## src/rtl/vga_timing_pkg.sv

```systemverilog
`default_nettype none
`timescale 1ns / 1ps
// ============================================================================
//  Module   : vga_timing_pkg
//  Purpose  : 640x480@60 Hz timing constants and the colour-bar RGB table
//             shared by the sync generator and the test-pattern top level.
//  Ports    : none (package)
//  Revision : 1.0  initial release
// ============================================================================
package vga_timing_pkg;

   localparam int unsigned c_H_ACTIVE = 640;
   localparam int unsigned c_H_FP     = 16;
   localparam int unsigned c_H_SYNC   = 96;
   localparam int unsigned c_H_BP     = 48;
   localparam int unsigned c_V_ACTIVE = 480;
   localparam int unsigned c_V_FP     = 10;
   localparam int unsigned c_V_SYNC   = 2;
   localparam int unsigned c_V_BP     = 33;
   localparam int unsigned c_CLK_DIV  = 2;

   localparam int unsigned c_H_TOTAL  = c_H_ACTIVE + c_H_FP + c_H_SYNC + c_H_BP;  // 800
   localparam int unsigned c_V_TOTAL  = c_V_ACTIVE + c_V_FP + c_V_SYNC + c_V_BP;  // 525
   localparam int unsigned c_HS_START = c_H_ACTIVE + c_H_FP;                      // 656
   localparam int unsigned c_HS_END   = c_HS_START + c_H_SYNC - 1;                // 751
   localparam int unsigned c_VS_START = c_V_ACTIVE + c_V_FP;                      // 490
   localparam int unsigned c_VS_END   = c_VS_START + c_V_SYNC - 1;                // 491

   // {R,G,B} nibbles per bar, left to right across the visible line
   localparam logic [11:0] c_BAR_RGB [0:7] = '{
      12'hFFF,   // white
      12'hFF0,   // yellow
      12'h0FF,   // cyan
      12'h0F0,   // green
      12'hF0F,   // magenta
      12'hF00,   // red
      12'h00F,   // blue
      12'h000    // black
   };

endpackage
`default_nettype wire

```

## src/rtl/vga_sync_gen.sv

```systemverilog
`default_nettype none
`timescale 1ns / 1ps
// ============================================================================
//  Module   : vga_sync_gen
//  Purpose  : Pixel-enable phase, horizontal/vertical counters and raw
//             (unregistered) decode of active area and sync pulses.
//  Ports    : clk          system clock, rising edge
//             rst          asynchronous active-high reset
//             o_pix_tick   high on the clock edge where counters advance
//             o_hc         horizontal counter, 0..H_TOTAL-1
//             o_active     current (hc,vc) lies in the visible area
//             o_hs_n       raw horizontal sync, active low
//             o_vs_n       raw vertical sync, active low
//             o_frame_end  current pixel is the last one of the frame
//  Revision : 1.0  initial release
// ============================================================================
module vga_sync_gen
   import vga_timing_pkg::*;
#(
   parameter int unsigned H_ACTIVE = c_H_ACTIVE,
   parameter int unsigned H_FP     = c_H_FP,
   parameter int unsigned H_SYNC   = c_H_SYNC,
   parameter int unsigned H_BP     = c_H_BP,
   parameter int unsigned V_ACTIVE = c_V_ACTIVE,
   parameter int unsigned V_FP     = c_V_FP,
   parameter int unsigned V_SYNC   = c_V_SYNC,
   parameter int unsigned V_BP     = c_V_BP
) (
   input  logic       clk,
   input  logic       rst,
   output logic       o_pix_tick,
   output logic [9:0] o_hc,
   output logic       o_active,
   output logic       o_hs_n,
   output logic       o_vs_n,
   output logic       o_frame_end
);

   localparam logic [9:0] c_H_VIS    = 10'(H_ACTIVE);
   localparam logic [9:0] c_V_VIS    = 10'(V_ACTIVE);
   localparam logic [9:0] c_H_LAST   = 10'(H_ACTIVE + H_FP + H_SYNC + H_BP - 1);
   localparam logic [9:0] c_V_LAST   = 10'(V_ACTIVE + V_FP + V_SYNC + V_BP - 1);
   localparam logic [9:0] c_HS_FIRST = 10'(H_ACTIVE + H_FP);
   localparam logic [9:0] c_HS_LAST  = 10'(H_ACTIVE + H_FP + H_SYNC - 1);
   localparam logic [9:0] c_VS_FIRST = 10'(V_ACTIVE + V_FP);
   localparam logic [9:0] c_VS_LAST  = 10'(V_ACTIVE + V_FP + V_SYNC - 1);

   logic       r_phase;
   logic [9:0] r_hc;
   logic [9:0] r_vc;
   logic       w_line_end;
   logic       w_frame_end;

   // Divide-by-2 enable: low on the first edge after reset release, so the
   // counters first advance on the second edge.
   always_ff @(posedge clk or posedge rst) begin
      if (rst) begin
         r_phase <= 1'b0;
      end else begin
         r_phase <= ~r_phase;
      end
   end

   assign w_line_end  = (r_hc == c_H_LAST);
   assign w_frame_end = w_line_end && (r_vc == c_V_LAST);

   always_ff @(posedge clk or posedge rst) begin
      if (rst) begin
         r_hc <= 10'd0;
         r_vc <= 10'd0;
      end else if (r_phase) begin
         if (w_line_end) begin
            r_hc <= 10'd0;
            r_vc <= w_frame_end ? 10'd0 : r_vc + 10'd1;
         end else begin
            r_hc <= r_hc + 10'd1;
         end
      end
   end

   assign o_pix_tick  = r_phase;
   assign o_hc        = r_hc;
   assign o_active    = (r_hc < c_H_VIS) && (r_vc < c_V_VIS);
   assign o_hs_n      = !((r_hc >= c_HS_FIRST) && (r_hc <= c_HS_LAST));
   assign o_vs_n      = !((r_vc >= c_VS_FIRST) && (r_vc <= c_VS_LAST));
   assign o_frame_end = w_frame_end;

endmodule
`default_nettype wire

```

## src/rtl/vga_test_pattern.sv

```systemverilog
`default_nettype none
`timescale 1ns / 1ps
// ============================================================================
//  Module   : vga_test_pattern
//  Purpose  : DE10-Lite VGA test pattern: eight vertical colour bars at
//             640x480@60 Hz from the 50 MHz clock, with a frame counter on
//             the red LEDs.
//  Ports    : MAX10_CLK1_50  50 MHz system clock, rising edge
//             reset          asynchronous active-high reset
//             VGA_R/G/B      4-bit colour channels (blank outside visible area)
//             VGA_HS/VGA_VS  sync outputs, active low
//             LEDR           frame counter, modulo 1024
//  Revision : 1.0  initial release
// ============================================================================
module vga_test_pattern
   import vga_timing_pkg::*;
#(
   parameter int unsigned H_ACTIVE = c_H_ACTIVE,
   parameter int unsigned H_FP     = c_H_FP,
   parameter int unsigned H_SYNC   = c_H_SYNC,
   parameter int unsigned H_BP     = c_H_BP,
   parameter int unsigned V_ACTIVE = c_V_ACTIVE,
   parameter int unsigned V_FP     = c_V_FP,
   parameter int unsigned V_SYNC   = c_V_SYNC,
   parameter int unsigned V_BP     = c_V_BP
) (
   input  logic       MAX10_CLK1_50,
   input  logic       reset,
   output logic [3:0] VGA_R,
   output logic [3:0] VGA_G,
   output logic [3:0] VGA_B,
   output logic       VGA_HS,
   output logic       VGA_VS,
   output logic [9:0] LEDR
);

   logic       w_pix_tick;
   logic [9:0] w_hc;
   logic       w_active;
   logic       w_hs_n;
   logic       w_vs_n;
   logic       w_frame_end;
   logic [2:0] w_bar;

   vga_sync_gen #(
      .H_ACTIVE (H_ACTIVE),
      .H_FP     (H_FP),
      .H_SYNC   (H_SYNC),
      .H_BP     (H_BP),
      .V_ACTIVE (V_ACTIVE),
      .V_FP     (V_FP),
      .V_SYNC   (V_SYNC),
      .V_BP     (V_BP)
   ) u_sync (
      .clk         (MAX10_CLK1_50),
      .rst         (reset),
      .o_pix_tick  (w_pix_tick),
      .o_hc        (w_hc),
      .o_active    (w_active),
      .o_hs_n      (w_hs_n),
      .o_vs_n      (w_vs_n),
      .o_frame_end (w_frame_end)
   );

   // Bar index = hc / (H_ACTIVE/8), done as a ladder of constant compares
   // instead of a divider. Only meaningful while hc is in the visible range.
   always_comb begin
      w_bar = 3'd0;
      for (int k = 1; k < 8; k++) begin
         if (w_hc >= 10'(k * H_ACTIVE / 8)) begin
            w_bar = 3'(k);
         end
      end
   end

   // Colour and both syncs are registered on the same tick so all five
   // outputs carry the same one-pixel latency.
   always_ff @(posedge MAX10_CLK1_50 or posedge reset) begin
      if (reset) begin
         VGA_R  <= 4'h0;
         VGA_G  <= 4'h0;
         VGA_B  <= 4'h0;
         VGA_HS <= 1'b1;
         VGA_VS <= 1'b1;
         LEDR   <= 10'd0;
      end else if (w_pix_tick) begin
         if (w_active) begin
            {VGA_R, VGA_G, VGA_B} <= c_BAR_RGB[w_bar];
         end else begin
            {VGA_R, VGA_G, VGA_B} <= 12'h000;
         end
         VGA_HS <= w_hs_n;
         VGA_VS <= w_vs_n;
         if (w_frame_end) begin
            LEDR <= LEDR + 10'd1;
         end
      end
   end

endmodule
`default_nettype wire

```

## config.mk

```make
export PLATFORM = sky130hd
export DESIGN_NAME = vga_test_pattern
export DESIGN_NICKNAME = d
export VERILOG_FILES = /design/src/rtl/vga_timing_pkg.sv /design/src/rtl/vga_sync_gen.sv /design/src/rtl/vga_test_pattern.sv
export SDC_FILE = /design/constraint.sdc
export NUM_CORES = 1
export LEC_CHECK = 0
export ABC_AREA = 1
export CAP_MARGIN = 10
export CORE_ASPECT_RATIO = 0.7
export CORE_MARGIN = 2
export CORE_UTILIZATION = 57
export CTS_BUF_LIST = sky130_fd_sc_hd__clkbuf_4 sky130_fd_sc_hd__clkbuf_8 sky130_fd_sc_hd__clkbuf_16
export DETAILED_ROUTE_END_ITERATION = 7
export PLACE_DENSITY = 0.78
export SYNTH_ARGS = -nofsm -noshare
export SYNTH_HDL_FRONTEND = slang
export SYNTH_SLANG_ARGS = --single-unit
```

## constraint.sdc

```tcl
create_clock -name MAX10_CLK1_50 -period 3.6 [get_ports MAX10_CLK1_50]
set_input_delay 0.9 -clock MAX10_CLK1_50 [delete_from_list [all_inputs] [get_ports MAX10_CLK1_50]]
set_output_delay 0.9 -clock MAX10_CLK1_50 [all_outputs]
set_load 0.05 [all_outputs]
```

==> summary.md <==
| Metric | Value |
|---|---|
| Post-Synthesis Cells | `between 200 and 300` |
| Status | `complete, no violations` |
| XOR/XNOR Fraction of Synth Area | `around 6.5%` |
| Worst ir drop on vdd | `approximately 0.00021 V` |
| CTS H-tree depth | `2` |
| Synth top area share | `about two fifths` |
| Ys flop type | `dfrtp_1` |
| Die height | `between 50 and 60 microns` |
| Compound-gate portion of the synthesized area | `under 10%` |
| Initial core utilization | `between 60% and 70%` |
| Number of detailed-route iterations in the first pass | `4` |
| Met2 routed WL | `between 1500 and 2000 microns` |
| Worst setup SP type | `flip-flop` |
| Final nets | `302` |
| Critical-path top delay cell | `clkdlybuf4s50_1` |
| Pwr dens | `a little under 300 nW/um^2` |
| Worst path cell trace | `clkdlybuf4s50_1` |
| Global-route wire length before repair | `around 7300 microns` |
| Crit. End Element | `output pin` |
| Layout cells sized above 1 | `about a tenth` |
| Root buffer cell | `clkbuf_8` |
| Clock Skew | `about 0.0043 ns` |
| RSZ-0062 raised after global routing | `no` |
| Reg2Reg Setup Slack | `1.50 ns` |
| RR Startpoint | `u_sync.o_pix_tick$_DFF_PP0_` |
| Max-cap viol count | `0` |
| Dominant cell type by area after synthesis | `dfrtp_1` |
| Largest family of logic cells by synthesized area | `simple AND/OR/NAND/NOR gates` |
| HPWL Detailed | `around 3200 microns` |
| Chip width | `just under 80 microns` |
| YS warnings | `0` |
| Synth cell count leaders | `nand2_1 (55), inv_1 (38), dfrtp_1 (34)` |
| Clock Pin Slew Worst Setup and Hold Paths | `around 0.07 ns` |
| Most common cell in the synthesized netlist | `nand2_1` |
| Crit path time final | `approximately 2.5 ns` |
| Inst Count DP | `around 340` |
| Global Route Usage Sum | `22.2%` |
| Vias in the first global route | `approximately 1.6k` |
| Delay-heaviest family, CP | `buffers and inverters` |
| DR vias | `1744` |
| TritonCTS clock tree | `done` |
| Fmax | `397 MHz` |
| WL per Instance | `12.3 microns` |
| Mapped Area | `between 2000 and 2500 sq um` |
| Post-CTS Hold Fix Bufs | `0` |
| PortBufs | `25` |
| Final Hold Viols | `0` |
| Total gr overflow | `0` |
| Synth Area in Adders | `~2.9%` |
| Post-Synth Simple-Gate Area | `a little under 30%` |
| Critical Path Max Stage Delay | `around 0.79 ns` |
| Path type of the worst min-delay path | `reg -> reg` |
| Fin util | `a little over two thirds` |
| CTS buffer count | `5` |
| Row count | `18` |
| Final worst path period share | `69.9%` |
| Finished Layout Cells | `about 350` |
| Wl on met1 | `2270 microns` |
| Max-slew headroom | `roughly 64%` |
| Asr flop ratio synth | `100%` |
| Via-to-Cell Ratio | `roughly 5.0` |
| Ports | `26` |
| Number of synthesized flops with an enable pin | `0` |
| CP Class | `reg -> out` |
| Synth Area per Inst | `approximately 7.9 sq um` |
| Power, Total | `a little over 700 uW` |
| Fin. max-slew vios | `0` |
| Core area | `about 3600 sq um` |
| FF+latch count, synth | `36` |
| Full die area | `about 4300 sq um` |
| Largest fanout on the critical path | `2` |
| Largest net degree at the start of global routing | `37` |
| Longest Clk Path Bufs | `2` |
| Seq/Total Area, Yosys | `a little over two fifths` |
| Final WL | `4240 microns` |
| Skew-Pair Late Insertion Delay | `just under 0.3 ns` |
| Setup TNS after final layout | `0 ns` |
| Post-CTS Setup Inserts | `0` |
| Post_cts resized | `0` |
| Gpl congestion | `between 0.9 and 1` |
| First DRT Iteration DRCs | `140` |
| Clk sink count | `36` |
| Initial antenna violation count | `0` |
| Met3 WL | `a little over 200 microns` |
| Worst path required time | `2.70 ns` |
| Top Metal Used | `met4` |
| Diodes inserted | `0` |
| Hold path start | `u_sync.r_vc[7]$_DFFE_PP0P_` |
| CP Data Arrival Time | `~1.6 ns` |
| Yosys cell types | `31` |
| Synth area leaders | `dfrtp_1 (39%), nand2_1 (9.5%), inv_1 (6.6%)` |
| Crit path from | `VGA_VS$_DFFE_PP1P_` |
| Post-synthesis mux area share | `0%` |
| Final setup vio count | `0` |
| Leakage Power | `around 1.1 nW` |
| Area delta synth->final | `15.5%` |
| Syn Nets | `between 200 and 300` |
| Antenna Violating Nets Remaining | `0` |
| Worst-Margin Slew | `0.540 ns` |
| DRC violations left | `0` |
| Worst Path Buf+Inv | `1` |
[cell families (layout without fill, tap and decap cells)]
logic type | Yosys count | after routing
compound gates | 30 | 30
simple gates | 131 | 131
fa+ha+maj | 5 | 5
xor+xnor | 16 | 16
flops | 36 | 36
buf+inv | 55 | 78
[state kept, by name, summed over array words and instances, names as in the netlist]
register	cells
LEDR	10
VGA_B	1
VGA_G	1
VGA_HS	1
VGA_R	1
VGA_VS	1
u_sync.o_hc	10
u_sync.o_pix_tick	1
u_sync.r_vc	10
[power breakdown]
group / total [mW] / switching, mW / internal, mW / leakage [nW]
Combinational: 0.00952 / 0.00778 / 0.00174 / 0.571
Clock: 0.311 / 0.140 / 0.171 / 0.0523
Sequential: 0.405 / 0 / 0.405 / 0.466
Total: 0.725 / 0.148 / 0.577 / 1.09
[cells in the final DEF (no fill, tap or decap)]
cell type         n
a21boi_1          1
a21oi_1           3
a21oi_2           2
a22o_1            1
a31oi_1           1
buf_4             1
clkbuf_4          2
clkbuf_8          6
clkdlybuf4s50_1  25
clkinv_1          1
clkinv_2          1
dfrtp_1          34
dfstp_2           2
ha_1              5
inv_1            38
inv_2             4
nand2_1          55
nand2_2           3
nand3_1          17
nand3_4           1
nand3b_1          1
nand4_1           8
nand4_2           2
nor2_1           25
nor2_4            4
nor3_1           13
nor3_2            1
nor3_4            1
o21ai_0          14
o21ai_1           8
xnor2_1           3
xor2_1           13
[through the flow]
step,setup WS (ns),instance area [sq um],hold WS [ns]
2_1_floorplan,1.76,2160,0.468
3_3_place_gp,1.41,2400,0.484
3_5_place_dp,1.39,2400,0.488
4_1_cts,1.07,2500,0.497
5_1_grt,1.05,2500,0.534
6_report,1.08,2500,0.492
[area by class of cell]
cell class                 instances  area, sq um
fill                             295         1080
multi-input combinational        182         1010
sequential                        36          903
timing repair buffer              26          258
inverter                          44          166
clock buffer                       8         97.6
tap                               50         62.6
[layer usage]
layer / vias up / GRT usage, %
met3: 6 / 4.90
met2: 46 / 28.3
met1: 788 / 34.8
met5: - / 0
met4: 0 / 10.7
li1: 904 / -
[path summary, 6_finish.rpt]
path | cells past startpoint | to
min reg2reg | 1 | u_sync.r_vc[7]$_DFFE_PP0P_
min in group asynchronous | 3 | LEDR[0]$_DFFE_PP0P_
max in group asynchronous | 3 | VGA_VS$_DFFE_PP1P_
min | 1 | u_sync.r_vc[7]$_DFFE_PP0P_
max reg2reg | 4 | LEDR[0]$_DFFE_PP0P_
max | 1 | VGA_VS
Note: power is estimated with default switching activity, not from simulation.
